`src/rtl/alu_pkg.sv`:
```
// rtl/alu_pkg.sv - shared opcode, field and width constants for the alu
package alu_pkg;

  localparam int WIDTH = 32;
  localparam int OP_LO = 24;
  localparam int OP_HI = 27;
  localparam int S_BIT = 28;

  typedef enum logic [3:0] {
    OP_ADD   = 4'h0,
    OP_SUB   = 4'h1,
    OP_AND   = 4'h2,
    OP_OR    = 4'h3,
    OP_XOR   = 4'h4,
    OP_NOR   = 4'h5,
    OP_LSL   = 4'h6,
    OP_LSR   = 4'h7,
    OP_ASR   = 4'h8,
    OP_NEG   = 4'h9,
    OP_ADC   = 4'hA,
    OP_SBC   = 4'hB,
    OP_MOV   = 4'hC,
    OP_MVN   = 4'hD,
    OP_ROR   = 4'hE,
    OP_PASSA = 4'hF
  } op_t;

  localparam logic [1:0] SH_LSL = 2'd0;
  localparam logic [1:0] SH_LSR = 2'd1;
  localparam logic [1:0] SH_ASR = 2'd2;
  localparam logic [1:0] SH_ROR = 2'd3;

endpackage

```
`src/rtl/alu_shifter.sv`:
```
// rtl/alu_shifter.sv - combinational LSL/LSR/ASR/ROR with last-bit-out carry
module alu_shifter
  import alu_pkg::*;
(
  input  logic [WIDTH-1:0] value,
  input  logic [4:0]       amount,
  input  logic [1:0]       sh_type,
  output logic [WIDTH-1:0] result,
  output logic             cout,
  output logic             cvalid
);

  always_comb begin
    result = value;
    cout   = 1'b0;
    cvalid = (amount != 5'd0);
    // An extra bit beside the word catches the last bit shifted out.
    case (sh_type)
      SH_LSL: {cout, result} = {1'b0, value} << amount;
      SH_LSR: {result, cout} = {value, 1'b0} >> amount;
      SH_ASR: {result, cout} = $signed({value, 1'b0}) >>> amount;
      SH_ROR: begin
        result = (value >> amount) | (value << (6'd32 - {1'b0, amount}));
        cout   = result[WIDTH-1];
      end
      default: begin
        result = value;
        cout   = 1'b0;
      end
    endcase
  end

endmodule

```
`src/rtl/alu.sv`:
```
// rtl/alu.sv - 32-bit registered ALU with N/Z/C/V flags, one-cycle latency
module alu
  import alu_pkg::*;
(
  input  logic        clk,
  input  logic        rst,
  input  logic [31:0] a,
  input  logic [31:0] d,
  input  logic [31:0] inf,
  output logic [31:0] r,
  output logic        n,
  output logic        z,
  output logic        c,
  output logic        v
);

  logic [3:0]       op;
  logic             s_en;
  logic             unused_inf;
  logic [WIDTH-1:0] add_x;
  logic [WIDTH-1:0] add_y;
  logic             add_cin;
  logic [WIDTH:0]   sum;
  logic             add_v;
  logic [1:0]       sh_type;
  logic [WIDTH-1:0] sh_result;
  logic             sh_cout;
  logic             sh_cvalid;
  logic [WIDTH-1:0] res;
  logic             c_nxt;
  logic             v_nxt;

  assign op         = inf[OP_HI:OP_LO];
  assign s_en       = inf[S_BIT];
  assign unused_inf = ^{inf[31:29], inf[23:0]};

  // Subtraction is a + ~b + carry-in, so carry out is ARM's NOT-borrow.
  always_comb begin
    add_x   = a;
    add_y   = d;
    add_cin = 1'b0;
    case (op)
      OP_ADC: add_cin = c;
      OP_SUB: begin
        add_y   = ~d;
        add_cin = 1'b1;
      end
      OP_SBC: begin
        add_y   = ~d;
        add_cin = c;
      end
      OP_NEG: begin
        add_x   = '0;
        add_y   = ~d;
        add_cin = 1'b1;
      end
      default: ;
    endcase
  end

  assign sum   = {1'b0, add_x} + {1'b0, add_y} + {{WIDTH{1'b0}}, add_cin};
  assign add_v = (add_x[WIDTH-1] == add_y[WIDTH-1]) && (sum[WIDTH-1] != add_x[WIDTH-1]);

  always_comb begin
    case (op)
      OP_LSL:  sh_type = SH_LSL;
      OP_LSR:  sh_type = SH_LSR;
      OP_ASR:  sh_type = SH_ASR;
      default: sh_type = SH_ROR;
    endcase
  end

  alu_shifter u_shifter (
    .value   (a),
    .amount  (d[4:0]),
    .sh_type (sh_type),
    .result  (sh_result),
    .cout    (sh_cout),
    .cvalid  (sh_cvalid)
  );

  always_comb begin
    res   = a;
    c_nxt = c;
    v_nxt = v;
    case (op)
      OP_ADD, OP_SUB, OP_NEG, OP_ADC, OP_SBC: begin
        res   = sum[WIDTH-1:0];
        c_nxt = sum[WIDTH];
        v_nxt = add_v;
      end
      OP_AND:   res = a & d;
      OP_OR:    res = a | d;
      OP_XOR:   res = a ^ d;
      OP_NOR:   res = ~(a | d);
      OP_LSL, OP_LSR, OP_ASR, OP_ROR: begin
        res = sh_result;
        if (sh_cvalid) c_nxt = sh_cout;
      end
      OP_MOV:   res = d;
      OP_MVN:   res = ~d;
      OP_PASSA: res = a;
      default:  res = a;
    endcase
  end

  always_ff @(posedge clk) begin
    if (rst) begin
      r <= '0;
      n <= 1'b0;
      z <= 1'b0;
      c <= 1'b0;
      v <= 1'b0;
    end else begin
      r <= res;
      if (s_en) begin
        n <= res[WIDTH-1];
        z <= (res == '0);
        c <= c_nxt;
        v <= v_nxt;
      end
    end
  end

endmodule

```
`config.mk`:
```
export PLATFORM = sky130hd
export DESIGN_NAME = alu
export DESIGN_NICKNAME = d
export VERILOG_FILES = /design/src/rtl/alu_pkg.sv /design/src/rtl/alu_shifter.sv /design/src/rtl/alu.sv
export SDC_FILE = /design/constraint.sdc
export NUM_CORES = 1
export LEC_CHECK = 0
export BUFFER_PORTS_ARGS = -buffer_cell sky130_fd_sc_hd__clkbuf_2
export CAP_MARGIN = 5
export CORE_MARGIN = 2
export CORE_UTILIZATION = 45
export DETAILED_ROUTE_END_ITERATION = 10
export HOLD_SLACK_MARGIN = 0.15
export PLACE_DENSITY = 0.64
export SLEW_MARGIN = 20
export SYNTH_ARGS = -nofsm -noshare
export SYNTH_HDL_FRONTEND = slang
export SYNTH_SLANG_ARGS = --single-unit
```
`constraint.sdc`:
```
create_clock -name clk -period 5.52 [get_ports clk]
set_input_delay 0.276 -clock clk [delete_from_list [all_inputs] [get_ports clk]]
set_output_delay 0.276 -clock clk [all_outputs]
set_load 0.03 [all_outputs]
```
==> impl_results.html <==
<table>
<tr><th>Metric</th><th>Value</th></tr>
<tr><th colspan="2">Pwr</th></tr>
<tr><td>Power density over the cells</td><td>between 150 and 200 nW/um^2</td></tr>
<tr><td>Highest ir drop seen on vdd</td><td>0.112 mV</td></tr>
<tr><td>Leakage</td><td>between 5 and 6 nW</td></tr>
<tr><th colspan="2">Synth</th></tr>
<tr><td>Register area share after synthesis</td><td>under 10%</td></tr>
<tr><td>Post-Synthesis Cell Area</td><td>between 10000 and 15000 um^2</td></tr>
<tr><td>Post-synth ARST share</td><td>0%</td></tr>
<tr><td>Area share of the leading cell type in the synthesized netlist</td><td>a little over a tenth</td></tr>
<tr><td>#FFs+latches synth</td><td>36</td></tr>
<tr><td>Yosys synthesis warning count</td><td>0</td></tr>
<tr><td>Number of instances in the synthesized netlist</td><td>~1800</td></tr>
<tr><td>Dominant cell by count in the synthesized netlist</td><td>nor2_1</td></tr>
<tr><td>Net count after synthesis</td><td>~2000</td></tr>
<tr><td>Number of synthesized flops with an enable pin</td><td>0</td></tr>
<tr><td>Main synth FF type</td><td>dfxtp_1</td></tr>
<tr><td>Cell types occupying the most area after synthesis</td><td>mux4_2 11%, ha_1 9.5%, mux2i_1 6.4%, dfxtp_1 5.6%, nor2_1 5.4%</td></tr>
<tr><td>Unique cell type count in the Yosys netlist</td><td>92</td></tr>
<tr><td>Cell type with the highest aggregate area in the netlist</td><td>mux4_2</td></tr>
<tr><td>Post-synthesis area per instance</td><td>between 7 and 8 um^2</td></tr>
<tr><td>Commonest cells post-synth</td><td>185 x nor2_1, 143 x nand2_1, 120 x a21oi_1</td></tr>
<tr><th colspan="2">Timing</th></tr>
<tr><td>Final hold viol count</td><td>0</td></tr>
<tr><td>Setup total negative slack</td><td>0 ns</td></tr>
<tr><td>Highest Clock Rate</td><td>about 0.22 GHz</td></tr>
<tr><td>Max Slew Vio Count</td><td>0</td></tr>
<tr><td>Period utilisation layout</td><td>83.3%</td></tr>
<tr><td>Clock period minus final worst setup slack</td><td>about 4.6 ns</td></tr>
<tr><td>RSZ-0062 raised after global routing</td><td>false</td></tr>
<tr><td>Final Skew</td><td>around 0.011 ns</td></tr>
<tr><td>Setup violation total in the final timing report</td><td>0</td></tr>
<tr><td>Least-Margin Pin Slew</td><td>approximately 1.2 ns</td></tr>
<tr><td>Max-slew headroom at the worst pin</td><td>between 10% and 20%</td></tr>
<tr><th colspan="2">GRT</th></tr>
<tr><td>Pin count of the biggest net entering global routing</td><td>65</td></tr>
<tr><td>Number of global-route vias before repair</td><td>around 15000</td></tr>
<tr><td>Initial antenna violation count</td><td>1</td></tr>
<tr><td>First-pass GRT wire length</td><td>between 90 and 100 mm</td></tr>
<tr><td>Overflow after GRT</td><td>0</td></tr>
<tr><td>GRT Overall Usage</td><td>43.9%</td></tr>
<tr><th colspan="2">Clock tree</th></tr>
<tr><td>Master cell of the clock root buffer</td><td>clkbuf_16</td></tr>
<tr><td>CTS buffer count</td><td>5</td></tr>
<tr><td>Latest clock arrival within the worst-skew pair</td><td>0.28 ns</td></tr>
<tr><td>Sinks on the clock net</td><td>36</td></tr>
<tr><td>Hold Buf Count CTS</td><td>0</td></tr>
<tr><td>Maximum level of the CTS H-tree</td><td>2</td></tr>
<tr><td>Count of instances resized after the clock tree is built</td><td>0</td></tr>
<tr><td>Clock edge transition at the registers on the reported setup and hold paths</td><td>about 0.06 ns</td></tr>
<tr><td>Deepest clock path buffer count</td><td>2</td></tr>
<tr><td>Post-CTS setup-driven buffer insertion count</td><td>0</td></tr>
<tr><td>CTS tree</td><td>done</td></tr>
<tr><th colspan="2">Critical path</th></tr>
<tr><td>Signal arrival time at the worst endpoint</td><td>approximately 4.7 ns</td></tr>
<tr><td>Worst Setup Path Type</td><td>input pin to flop</td></tr>
<tr><td>Cell at the slowest stage of the critical path</td><td>a311oi_1</td></tr>
<tr><td>List of cells traversed by the critical path</td><td>clkbuf_2 -&gt; inv_1 -&gt; nor2_1 -&gt; or2_2 -&gt; buf_4 -&gt; xnor2_1 -&gt; ha_1 -&gt; a21o_1 -&gt; a221o_1 -&gt; a32oi_1 -&gt; o21ai_0 -&gt; a311oi_1 -&gt; nor2_1 -&gt; o221ai_1 -&gt; xnor2_1 -&gt; o22ai_1 -&gt; mux2_2 -&gt; nor2_1</td></tr>
<tr><td>Crit start category</td><td>input pin</td></tr>
<tr><td>Peak fanout along the critical path</td><td>28</td></tr>
<tr><td>Data required, critical path</td><td>approximately 5.7 ns</td></tr>
<tr><td>Delay of the slowest critical-path stage</td><td>0.50 ns</td></tr>
<tr><td>Most Frequent Cell on Critical Path</td><td>nor2_1</td></tr>
<tr><td>Endpoint type of the worst setup path</td><td>flop</td></tr>
<tr><th colspan="2">Detailed routing</th></tr>
<tr><td>Total Routed Length</td><td>between 60 and 70 mm</td></tr>
<tr><td>Post-route antenna net violation count</td><td>0</td></tr>
<tr><td>Vias/cell</td><td>between 7 and 8</td></tr>
<tr><td>Detailed-route DRC error count</td><td>0</td></tr>
<tr><td>1st-pass router iterations</td><td>6</td></tr>
<tr><td>Drt first-iter violations</td><td>roughly 2200</td></tr>
<tr><td>Average detailed-routed wire length per instance</td><td>around 31 um</td></tr>
<tr><td>Routed via count</td><td>15600</td></tr>
<tr><th colspan="2">Die</th></tr>
<tr><td>Die Span Y</td><td>173 um</td></tr>
<tr><td>Core Footprint</td><td>~28000 um^2</td></tr>
<tr><td>Io pins</td><td>~130</td></tr>
<tr><td>Die area</td><td>approximately 30000 um^2</td></tr>
<tr><td>Initial Utilization</td><td>~46%</td></tr>
<tr><td>Cell row count</td><td>a little over 60</td></tr>
<tr><td>Horizontal extent of the die</td><td>between 150 and 200 um</td></tr>
<tr><th colspan="2">Hold path</th></tr>
<tr><td>Worst hold path type</td><td>input pin to flop</td></tr>
<tr><th colspan="2">Status</th></tr>
<tr><td>Result of the run</td><td>finished, final reports clean</td></tr>
<tr><th colspan="2">Layout</th></tr>
<tr><td>Total area of multi-input combinational cells</td><td>approximately 11000 um^2</td></tr>
<tr><td>Share of post-route cells with drive strength above 1</td><td>18.2%</td></tr>
<tr><td>Area used by sequential logic in the layout</td><td>~720 um^2</td></tr>
<tr><td>Count of fill cells added during filler insertion</td><td>2885</td></tr>
<tr><td>Count of nets after finishing</td><td>just under 2000</td></tr>
<tr><td>Filler-free cell count of the finished design</td><td>between 2000 and 2500</td></tr>
<tr><td>Area Growth Syn to Fin</td><td>8.18%</td></tr>
<tr><th colspan="2">Placement</th></tr>
<tr><td>Final weighted congestion in routability-driven placement</td><td>~1.1</td></tr>
<tr><td>Number of instances in the placed design</td><td>2159</td></tr>
<tr><td># port buffers</td><td>about 110</td></tr>
<tr><td>DP Wirelength</td><td>between 50 and 60 mm</td></tr>
<tr><th colspan="2">Job</th></tr>
<tr><td>Max capacitance violation total</td><td>0</td></tr>
</table>
[worst paths after layout]
kind | end | depth (start not counted) | from | slack [ns]
max reg2reg | z | 16 | c | 0.93
max | n | 18 | inf[25] | 0.92
min | z | 4 | inf[28] | 0.37
min reg2reg | z | 2 | z | 0.46
[per-layer routing]
layer	wire, um	vias to the layer above	GRT usage (%)
met5	0	-	0
li1	-	6695	-
met1	26200	7416	57.0
met2	28800	1214	66.6
met3	8070	270	9.30
met4	5210	0	27.0
[final cells by class]
| cell class | instances | share of cell area (%) |
|---|---|---|
| Timing Repair Buffer | 181 | 7.91 |
| Inverter | 82 | 2.21 |
| Clock inverter | 3 | 0.135 |
| Tap cell | 378 | 3.39 |
| Clock buffer | 5 | 0.898 |
| Multi-Input combinational cell | 1482 | 80.2 |
| Antenna cell | 2 | 0.0359 |
| Sequential cell | 36 | 5.17 |
[where the power goes]
| part | switching (mW) | internal (mW) | leakage (nW) |
|---|---|---|---|
| clock network | 0.105 | 0.166 | 0.0736 |
| logic | 1.21 | 0.634 | 5.46 |
| registers | 0.0106 | 0.294 | 0.298 |
[placed cells by master (no fill, tap or decap), types with 29 or more instances in the layout]
cell type,n
a211oi_1,36
a21oi_1,120
a22oi_1,29
buf_4,76
clkbuf_2,104
dfxtp_1,36
ha_1,98
inv_1,77
mux2_2,40
mux2i_1,82
mux4_2,62
nand2_1,143
nand3_1,42
nor2_1,184
nor3_1,31
o211ai_1,40
o21ai_0,112
o22ai_1,36
xnor2_1,53
[flip-flops by register name, indices dropped and copies added, names as in the netlist]
| name | count |
|---|---|
| c | 1 |
| n | 1 |
| r | 32 |
| v | 1 |
| z | 1 |
[through the flow]
stage                     hold slack (ns)  instance area (um^2)  power (mW)  util, %  setup WS (ns)
after floorplan                     0.444                 12900        1.47        -          0.529
after global placement              0.447                 13800        2.07     49.2          0.770
after detailed placement            0.454                 13800        2.07     49.2          0.758
after CTS                           0.361                 13900        2.35     49.7           1.02
after global routing                0.379                 13900        2.52     49.7          0.610
final                               0.371                 13900        2.42     49.7          0.920
[critical path, delay by kind of cell]
| kind | cells | cell delay, ns |
|---|---|---|
| and+or+nand+nor | 4 | 0.57 |
| adders and majority gates | 1 | 0.40 |
| buffers and inverters | 3 | 0.48 |
| AOI/OAI and AO/OA | 7 | 2.46 |
| xor gates and xnor gates | 2 | 0.31 |
| muxes | 1 | 0.23 |
[cell families after synthesis]
group                      after synthesis  synth area share [%]
adders and majority gates              100                  9.83
and+or+nand+nor                        526                  19.1
AOI/OAI and AO/OA                      584                  30.5
muxes                                  195                  21.7
xor gates and xnor gates                77                  5.29
buffers and inverters                  252                  7.97
DFF                                     36                  5.59
(Power assumes the default switching activity.)
